===== src/rtl/ac97_cmd_arbiter.sv =====
// rtl/ac97_cmd_arbiter.sv - round-robin arbiter presenting codec register commands to an AC97 link
module ac97_cmd_arbiter #(
  parameter int HOLD_FRAMES = 2,
  parameter int RD_TIMEOUT  = 4
) (
  input  logic        clock,
  input  logic        reset,
  input  logic        frame_ready,
  input  logic [2:0]  req_valid,
  input  logic [23:0] req_addr,
  input  logic [47:0] req_data,
  output logic [2:0]  req_ack,
  output logic [7:0]  command_address,
  output logic [15:0] command_data,
  output logic        command_valid,
  input  logic        status_valid,
  input  logic [7:0]  status_address,
  input  logic [15:0] status_data,
  output logic [15:0] rd_data,
  output logic [2:0]  rd_done,
  output logic        rd_timeout,
  output logic        busy
);

  localparam int MAX_FRAMES = (HOLD_FRAMES > RD_TIMEOUT) ? HOLD_FRAMES : RD_TIMEOUT;
  localparam int CW = $clog2(MAX_FRAMES + 1);
  localparam logic [CW-1:0] HOLD_C = CW'(HOLD_FRAMES);
  localparam logic [CW-1:0] RDTO_C = CW'(RD_TIMEOUT);

  typedef enum logic [1:0] {IDLE, ISSUE, WAIT_STATUS} state_t;

  state_t        r_state, w_state_nxt;
  logic [1:0]    r_last_grant, w_last_grant_nxt;
  logic [CW-1:0] r_cnt, w_cnt_nxt, w_cnt_inc;
  logic [7:0]    r_addr, w_addr_nxt;
  logic [15:0]   r_data, w_data_nxt;
  logic [15:0]   r_rd_data, w_rd_data_nxt;
  logic [2:0]    r_ack, w_ack_nxt;
  logic [2:0]    r_done, w_done_nxt;
  logic          r_tmo, w_tmo_nxt;
  logic          w_found;
  logic [1:0]    w_pick;
  logic [1:0]    w_cand [3];

  assign w_cnt_inc = r_cnt + 1'b1;

  // Search order starts just after the previous winner.
  always_comb begin
    w_found = 1'b0;
    w_pick  = 2'd0;
    w_cand  = '{2'd0, 2'd1, 2'd2};
    case (r_last_grant)
      2'd0:    w_cand = '{2'd1, 2'd2, 2'd0};
      2'd1:    w_cand = '{2'd2, 2'd0, 2'd1};
      default: w_cand = '{2'd0, 2'd1, 2'd2};
    endcase
    for (int k = 0; k < 3; k++) begin
      if (!w_found && req_valid[w_cand[k]]) begin
        w_found = 1'b1;
        w_pick  = w_cand[k];
      end
    end
  end

  always_comb begin
    w_state_nxt      = r_state;
    w_last_grant_nxt = r_last_grant;
    w_cnt_nxt        = r_cnt;
    w_addr_nxt       = r_addr;
    w_data_nxt       = r_data;
    w_rd_data_nxt    = r_rd_data;
    w_ack_nxt        = 3'b000;
    w_done_nxt       = 3'b000;
    w_tmo_nxt        = 1'b0;
    case (r_state)
      IDLE: begin
        if (w_found) begin
          w_addr_nxt       = req_addr[{w_pick, 3'b000} +: 8];
          w_data_nxt       = req_data[{w_pick, 4'b0000} +: 16];
          w_ack_nxt        = 3'b001 << w_pick;
          w_last_grant_nxt = w_pick;
          w_cnt_nxt        = '0;
          w_state_nxt      = ISSUE;
        end
      end
      ISSUE: begin
        if (frame_ready) begin
          w_cnt_nxt = w_cnt_inc;
          if (w_cnt_inc == HOLD_C) begin
            w_cnt_nxt   = '0;
            w_state_nxt = r_addr[7] ? WAIT_STATUS : IDLE;
          end
        end
      end
      WAIT_STATUS: begin
        // A matching status beats a timeout landing on the same cycle.
        if (status_valid && (status_address[6:0] == r_addr[6:0])) begin
          w_rd_data_nxt = status_data;
          w_done_nxt    = 3'b001 << r_last_grant;
          w_state_nxt   = IDLE;
        end else if (frame_ready) begin
          w_cnt_nxt = w_cnt_inc;
          if (w_cnt_inc == RDTO_C) begin
            w_rd_data_nxt = 16'hFFFF;
            w_tmo_nxt     = 1'b1;
            w_cnt_nxt     = '0;
            w_state_nxt   = IDLE;
          end
        end
      end
      default: w_state_nxt = IDLE;
    endcase
  end

  always_ff @(posedge clock) begin
    if (reset) begin
      r_state      <= IDLE;
      r_last_grant <= 2'd2;
      r_cnt        <= '0;
      r_addr       <= 8'h80;
      r_data       <= 16'h0000;
      r_rd_data    <= 16'h0000;
      r_ack        <= 3'b000;
      r_done       <= 3'b000;
      r_tmo        <= 1'b0;
    end else begin
      r_state      <= w_state_nxt;
      r_last_grant <= w_last_grant_nxt;
      r_cnt        <= w_cnt_nxt;
      r_addr       <= w_addr_nxt;
      r_data       <= w_data_nxt;
      r_rd_data    <= w_rd_data_nxt;
      r_ack        <= w_ack_nxt;
      r_done       <= w_done_nxt;
      r_tmo        <= w_tmo_nxt;
    end
  end

  assign command_valid   = (r_state == ISSUE);
  assign command_address = command_valid ? r_addr : 8'h80;
  assign command_data    = command_valid ? r_data : 16'h0000;
  assign busy            = (r_state != IDLE);
  assign req_ack         = r_ack;
  assign rd_done         = r_done;
  assign rd_timeout      = r_tmo;
  assign rd_data         = r_rd_data;

endmodule


===== config.mk =====
export PLATFORM = sky130hd
export DESIGN_NAME = ac97_cmd_arbiter
export DESIGN_NICKNAME = d
export VERILOG_FILES = /design/src/rtl/ac97_cmd_arbiter.sv
export SDC_FILE = /design/constraint.sdc
export NUM_CORES = 1
export LEC_CHECK = 0
export ABC_CLOCK_PERIOD_IN_PS = 2150
export CORE_UTILIZATION = 40
export DETAILED_ROUTE_END_ITERATION = 16
export GPL_TIMING_DRIVEN = 1
export PLACE_DENSITY_LB_ADDON = 0.2
export SLEW_MARGIN = 40
export SYNTH_ARGS = -nofsm -noshare
export SYNTH_HDL_FRONTEND = slang
export SYNTH_SLANG_ARGS = --single-unit

===== constraint.sdc =====
create_clock -name clock -period 2.15 [get_ports clock]
set_input_delay 0.43 -clock clock [delete_from_list [all_inputs] [get_ports clock]]
set_output_delay 0.43 -clock clock [all_outputs]
set_load 0.01 [all_outputs]

==> summary.txt, run 1 <==
Placed design
  – Detail Placement HPWL: 6083 um
  – DP Area: 4582 um2
  – Final Wtd Congestion: 0.8049
  – Post-place setup slack: -0.04680 ns
  – I/O Buffers: 150

Layout
  – Layout cells sized above 1: 12.63%
  – Area growth from synthesis to layout: 64.91%
  – Final Cell Area: 4727 um2
  – Number of fill cells: 566
  – # diodes: 0
  – Post-layout util: 68.82%
  – Final net count: 575

Yosys
  – Post-synth EDFFs: 0
  – Synth async-reset ratio: 0%
  – Net count after synthesis: 424
  – Yosys warnings: 0
  – Post-synthesis sequential area ratio: 37.71%
  – Flops & latches, synth: 54
  – Ys flop type: dfxtp_1
  – Synth cell types: 51
  – Syn_area_per_cell: 9.100 um2
  – Synthesized area: 2866 um2
  – Gate count of the mapped netlist: 315

Global routing
  – GRT Max-Usage Layer: met2
  – Overflow after GRT: 0
  – Met3 Use GR: 5.714%
  – Pin count of the biggest net entering global routing: 28
  – Vias in the first global route: 2891
  – Met1 Resource Use GR: 28.01%
  – GR Util met2: 37.59%
  – Overall routing resource usage: 22.38%
  – First-pass GRT wire length: 13350 um
  – Initial antenna violation count: 0

Die
  – Die X-Extent: 86.66 um
  – Site Rows: 30
  – Initial cell density of the core: 41.73%
  – Die H: 86.66 um
  – Die area: 7509 um2
  – Area of the core: 6869 um2
  – Ports: 152

Power and ir drop
  – Maximum vdd drop: 0.0004980 V
  – PwrDens: 817.8 nW/um2
  – Total power: 0.003866 W
  – Lkg Pwr: 2.011 nW

STA
  – Slew @ Worst Pin: 0.5117 ns
  – Slew headroom: 65.85%
  – Setup slack after layout: 0.06128 ns
  – Shortest period the worst path allows: 2.089 ns
  – Final Skew: 0.005965 ns
  – Final hold vios: 0
  – Fmax achieved: 478.8 MHz
  – Period utilisation layout: 97.15%
  – Max-slew violation count: 0
  – Final Setup Violations: 0
  – Unrepaired setup endpoints after global routing: false

Critical path
  – Worst path cell trace: inv_1 > ha_4 > bufbuf_16 > and2_1 > dlygate4sd2_1
  – Cell family with most CP delay: buffers and inverters
  – CP bufs+invs: 3
  – Worst EP required: 1.72 ns
  – Critical Path End Type: output port
  – Startpoint Class: flip-flop
  – Crit-path slowest cell: dfxtp_2
  – Critical path arrival: 1.66 ns
  – Setup CP Type: reg2out
  – CP max stage delay: 0.36 ns
  – Largest fanout on the critical path: 13

Clocking
  – CTS hold repair buffers: 0
  – Clk sink count: 54
  – TritonCTS clock tree: yes
  – Root buf cell: clkbuf_8
  – Postcts setup bufs: 0
  – Worst skew pair latency: 0.30 ns
  – Deepest clock path buffer count: 2
  – Clock-pin slew on the worst setup and hold paths: 0.10 ns
  – Num CTS Buffers: 5
  – Htree depth: 2

Route
  – Final WL: 8360 um
  – Drt wl/cell: 14.85 um
  – Final ANT Viol Nets: 0
  – DRT iter0 DRCs: 145
  – Via-to-Cell Ratio: 5.329
  – Number of detailed-route iterations in the first pass: 4
  – Routed vias: 3000
  – Drc violations: 0

Job
  – MaxCap Viol Count: 0

Hold path
  – Hold crit path type: reg2reg

Outcome
  – Status: complete, no violations
-- path summary, 6_finish.rpt --
kind	endpoint	cells past startpoint	startpoint	slack [ns]
worst max-delay path	command_data[12]	5	r_state[1]$_SDFFE_PP0P_	0.06
worst min-delay path	r_data[0]$_SDFFE_PP0P_	2	r_data[0]$_SDFFE_PP0P_	0.51
worst max register to register	r_state[1]$_SDFFE_PP0P_	7	r_cnt[0]$_SDFFE_PP0P_	0.29
worst min register to register	r_data[0]$_SDFFE_PP0P_	2	r_data[0]$_SDFFE_PP0P_	0.51
-- repair_timing --
item,CTS,global route
resized for setup,26,4
endpoints found under the setup margin,24,4
cloned,1,0
pin swaps,0,0
-- state kept, by name (all words and copies together), names as in the netlist --
register      count
r_data           16
r_last_grant      2
r_cnt             3
r_addr            8
rd_timeout        1
r_state           2
rd_data          16
req_ack           3
rd_done           3
-- cells by family (layout without fill, tap and decap cells) --
group           Yosys count  in the layout  share of synthesized area (%)
compound gates          101            101                          27.59
mux                      13             13                          4.539
flops                    54             54                          37.71
xor+xnor                  8              8                          2.444
fa+ha+maj                 6              6                          2.619
buf+inv                  34            186                          5.500
simple gates             99             99                          19.60
-- placed cells by master, fill, tap and decap left out, drive strengths merged, types with 2 or more instances in the layout --
cell type / count
clkbuf: 5
buf: 20
mux2i: 13
nor2b: 3
a2111oi: 11
inv: 8
ha: 6
clkdlybuf4s50: 124
nor2: 26
nor3: 3
nor4: 2
nand3: 5
nand4: 2
a21oi: 17
o22ai: 2
and2: 25
o21ai: 19
and3: 15
dlygate4sd2: 22
dfxtp: 54
nor4b: 2
xor2: 4
xnor2: 4
a21boi: 13
nand2: 9
a22oi: 13
a31oi: 2
o221a: 16
nand2b: 3
dlymetal6s2s: 4
-- cell usage after synthesis, types with 2 or more instances --
library cell	n	area (um2)
a21oi_1	16	80.08
xnor2_1	4	35.03
nor2b_1	2	12.51
nor2_1	26	97.59
nand2_1	7	26.28
o21ai_0	18	90.09
a22oi_1	13	97.59
nand3_1	5	25.02
buf_2	6	30.03
a2111oi_0	4	35.03
inv_1	7	26.28
nor4b_1	2	17.52
dfxtp_1	54	1081
nor3_1	3	15.01
a2111oi_1	3	30.03
and3_1	15	93.84
and2_1	25	156.4
a31oi_1	2	12.51
a2111oi_2	4	60.06
a21boi_0	13	97.59
xor2_1	4	35.03
clkbuf_1	18	67.56
ha_1	6	75.07
mux2i_1	13	130.1
nand2b_1	3	18.77
nand4_1	2	12.51
o221a_2	16	180.2
-- metrics by stage --
step / TNS [ns] / hold slack [ns] / cells
final: 0 / 0.5051 / 563
after CTS: 0 / 0.4956 / 563
after detailed placement: -0.06933 / 0.4713 / 554
after floorplan: 0 / 0.4515 / 315
after global placement: 0 / 0.4671 / 554
after global routing: 0 / 0.5175 / 563
-- layer usage --
layer  part of all wire (%)  vias to the layer above
met5                      0                        -
met4                    2.0                        0
met3                    8.1                       16
met2                     47                      127
met1                     43                     1393
li1                       -                     1464
-- power breakdown --
part	leakage (nW)	internal, W	total, W	switching, W
combinational	1.51	0.000953	0.00185	0.000900
clock	0.0585	0.000350	0.000693	0.000343
sequential	0.443	0.00119	0.00132	0.000132
total	2.01	0.00249	0.00387	0.00138
-- final cells by class --
cell class | count | area (um2) | share of cell area [%]
well taps | 96 | 120.1 | 2.541
inverters | 7 | 26.28 | 0.5559
repair buffers | 171 | 1742 | 36.84
clock inverters | 3 | 43.79 | 0.9264
multi-input cells | 227 | 1643 | 34.75
flip-flops and latches | 54 | 1084 | 22.92
clock buffers | 5 | 68.82 | 1.456
-- worst register-to-register path: stages (launching register included) --
cell	delay, ns
dfxtp_1	0.36
ha_1	0.25
xnor2_1	0.30
nand3_1	0.14
a22o_1	0.20
a31oi_1	0.21
buf_4	0.17
mux2i_1	0.17
Note: power is estimated with default switching activity, not from simulation.
==> run 2, diff against run 1 <==
--- a/config.mk
+++ b/config.mk
@@ -9,6 +9,7 @@
 export CORE_UTILIZATION = 40
 export DETAILED_ROUTE_END_ITERATION = 16
 export GPL_TIMING_DRIVEN = 1
+export HOLD_SLACK_MARGIN = 0.12
 export PLACE_DENSITY_LB_ADDON = 0.2
 export SLEW_MARGIN = 40
 export SYNTH_ARGS = -nofsm -noshare
==> results of run 2 <==
The final DEF is identical to that of run 1; final timing and power are the same.
==> run 3, diff against run 2 <==
--- a/config.mk
+++ b/config.mk
@@ -5,11 +5,12 @@
 export SDC_FILE = /design/constraint.sdc
 export NUM_CORES = 1
 export LEC_CHECK = 0
-export ABC_CLOCK_PERIOD_IN_PS = 2150
-export CORE_UTILIZATION = 40
+export ABC_CLOCK_PERIOD_IN_PS = 2600
+export CORE_UTILIZATION = 43
 export DETAILED_ROUTE_END_ITERATION = 16
 export GPL_TIMING_DRIVEN = 1
 export HOLD_SLACK_MARGIN = 0.12
+export MAX_ROUTING_LAYER = met4
 export PLACE_DENSITY_LB_ADDON = 0.2
 export SLEW_MARGIN = 40
 export SYNTH_ARGS = -nofsm -noshare
==> constraint.sdc (replaced) <==
create_clock -name clock -period 2.6 [get_ports clock]
set_input_delay 0.52 -clock clock [delete_from_list [all_inputs] [get_ports clock]]
set_output_delay 0.52 -clock clock [all_outputs]
set_load 0.01 [all_outputs]
==> summary.txt, run 3 (synthesis gave the netlist of run 1 again) <==
Route
  – Final WL: 8504 um
  – M1 wire length: 3679 um
  – Drt wl/cell: 15.87 um
  – Via-to-Cell Ratio: 5.539
  – DRT iter0 DRCs: 105
  – Final ANT Viol Nets: 0
  – Met2 routed WL: 4196 um
  – Top sig layer: met4
  – Routed wl met3: 474 um
  – Drc violations: 0
  – Number of detailed-route iterations in the first pass: 5
  – Routed vias: 2969

Critical path
  – Critical Path End Type: output port
  – Worst path cell trace: inv_1 > ha_1 > buf_4 > and2_1 > clkdlybuf4s50_1
  – CP max stage delay: 0.56 ns
  – Crit-path slowest cell: clkdlybuf4s50_1
  – Startpoint Class: flip-flop
  – Setup CP Type: reg2out
  – Worst EP required: 2.08 ns
  – Largest fanout on the critical path: 18
  – CP bufs+invs: 3
  – Critical path arrival: 1.84 ns
  – Cell family with most CP delay: buffers and inverters

Die
  – Die H: 83.65 um
  – Site Rows: 29
  – Die X-Extent: 83.65 um
  – Area of the core: 6386 um2
  – Ports: 152
  – Die area: 6996 um2
  – Initial cell density of the core: 44.89%

Power and ir drop
  – Internal power: 0.001864 W
  – Maximum vdd drop: 0.0004872 V
  – Sw Share: 37.60%
  – Gate power share: 46.8%
  – Sequential share of power: 36.5%
  – Clk pwr share: 16.7%
  – Lkg Pwr: 1.777 nW
  – Switching power total: 0.001123 W
  – PwrDens: 660.1 nW/um2

Placed design
  – Detail Placement HPWL: 6378 um
  – Final Wtd Congestion: 0.8147
  – I/O Buffers: 150

Outcome
  – Status: complete, no violations

Hold path
  – Hold crit path type: reg2reg

Clocking
  – Root buf cell: clkbuf_8
  – Num CTS Buffers: 5
  – Deepest clock path buffer count: 2
  – Clk sink count: 54
  – Htree depth: 2
  – Postcts setup bufs: 0
  – Clock-pin slew on the worst setup and hold paths: 0.11 ns
  – Worst skew pair latency: 0.32 ns
  – CTS hold repair buffers: 0
  – Post-CTS sizing: 0
  – TritonCTS clock tree: yes

Global routing
  – Overflow after GRT: 0
  – Initial antenna violation count: 0
  – Pin count of the biggest net entering global routing: 29
  – Overall routing resource usage: 25.31%
  – First-pass GRT wire length: 14010 um
  – Vias in the first global route: 2917

Layout
  – # diodes: 0
  – Final net count: 567
  – Area growth from synthesis to layout: 57.88%
  – Commonest cells after routing, fill and taps aside: clkdlybuf4s50_1 (150), dfxtp_1 (54), nor2_1 (26)
  – Commonest non-fill, non-tap cell in the layout: clkdlybuf4s50_1
  – Layout cells sized above 1: 10.24%
  – Post-layout util: 70.87%

STA
  – Period utilisation layout: 90.91%
  – Slew headroom: 53.57%
  – Setup TNS: 0 ns
  – Unrepaired setup endpoints after global routing: false
  – Final Setup Violations: 0
  – Fmax achieved: 423.1 MHz
  – Final Skew: 0.01185 ns
  – Final hold vios: 0
  – Slew @ Worst Pin: 0.6956 ns
  – Max-slew violation count: 0
  – Shortest period the worst path allows: 2.364 ns

Job
  – MaxCap Viol Count: 0
## run 3: changes by cell type in the layout (fill, tap and decap cells not counted), sizes merged
cell,previous run,this run
bufinv,1,0
bufbuf,1,0
inv,8,10
buf,20,13
dlymetal6s2s,4,0
clkdlybuf4s50,124,150
dlygate4sd2,22,0
clkinv,1,0
## run 3: per-stage QoR
step	hold slack, ns	instances	setup WS [ns]	total power, W	cell area, um2
floorplan	0.4515	315	0.7837	0.001915	2867
global placement	0.4645	528	0.2748	0.002464	4431
detailed placement	0.4893	528	0.2458	0.002502	4431
CTS	0.5047	536	0.2183	0.003009	4526
global route	0.5278	536	0.1501	0.003192	4526
finish	0.5070	536	0.2363	0.002987	4526
## run 3: final timing paths
kind	from	to	slack, ns	cells after the start
setup / recovery	r_state[1]$_SDFFE_PP0P_	command_data[13]	0.24	5
hold reg to reg	r_data[0]$_SDFFE_PP0P_	r_data[0]$_SDFFE_PP0P_	0.51	2
hold / removal	r_data[0]$_SDFFE_PP0P_	r_data[0]$_SDFFE_PP0P_	0.51	2
setup reg to reg	r_cnt[0]$_SDFFE_PP0P_	rd_data[14]$_SDFFE_PP0P_	0.74	5
## run 3: worst min-delay path, cell delays in order, from the launching register on
cell       delay [ns]
dfxtp_1          0.32
nor2_1           0.09
a2111oi_0        0.06
## run 3: per-layer routing
layer	track usage (%)	vias up
met4	8.629	0
met1	30.16	1409
met3	5.143	13
li1	-	1446
met5	-	-
met2	42.57	101
## run 3: layout make-up
type | instances | area (um2)
clock buffers | 5 | 68.82
well taps | 77 | 96.34
clock inverters | 3 | 26.28
multi-input cells | 227 | 1628
inverters | 7 | 26.28
fillers | 527 | 1861
flip-flops and latches | 54 | 1081
repair buffers | 163 | 1599
## run 3: power groups by stage
stage	Clock (W)	Combinational [W]	Sequential, W
floorplan	0	0.000840	0.00108
global placement	0	0.00137	0.00109
detailed placement	0	0.00140	0.00111
CTS	0.000519	0.00140	0.00109
global route	0.000551	0.00153	0.00111
finish	0.000499	0.00140	0.00109
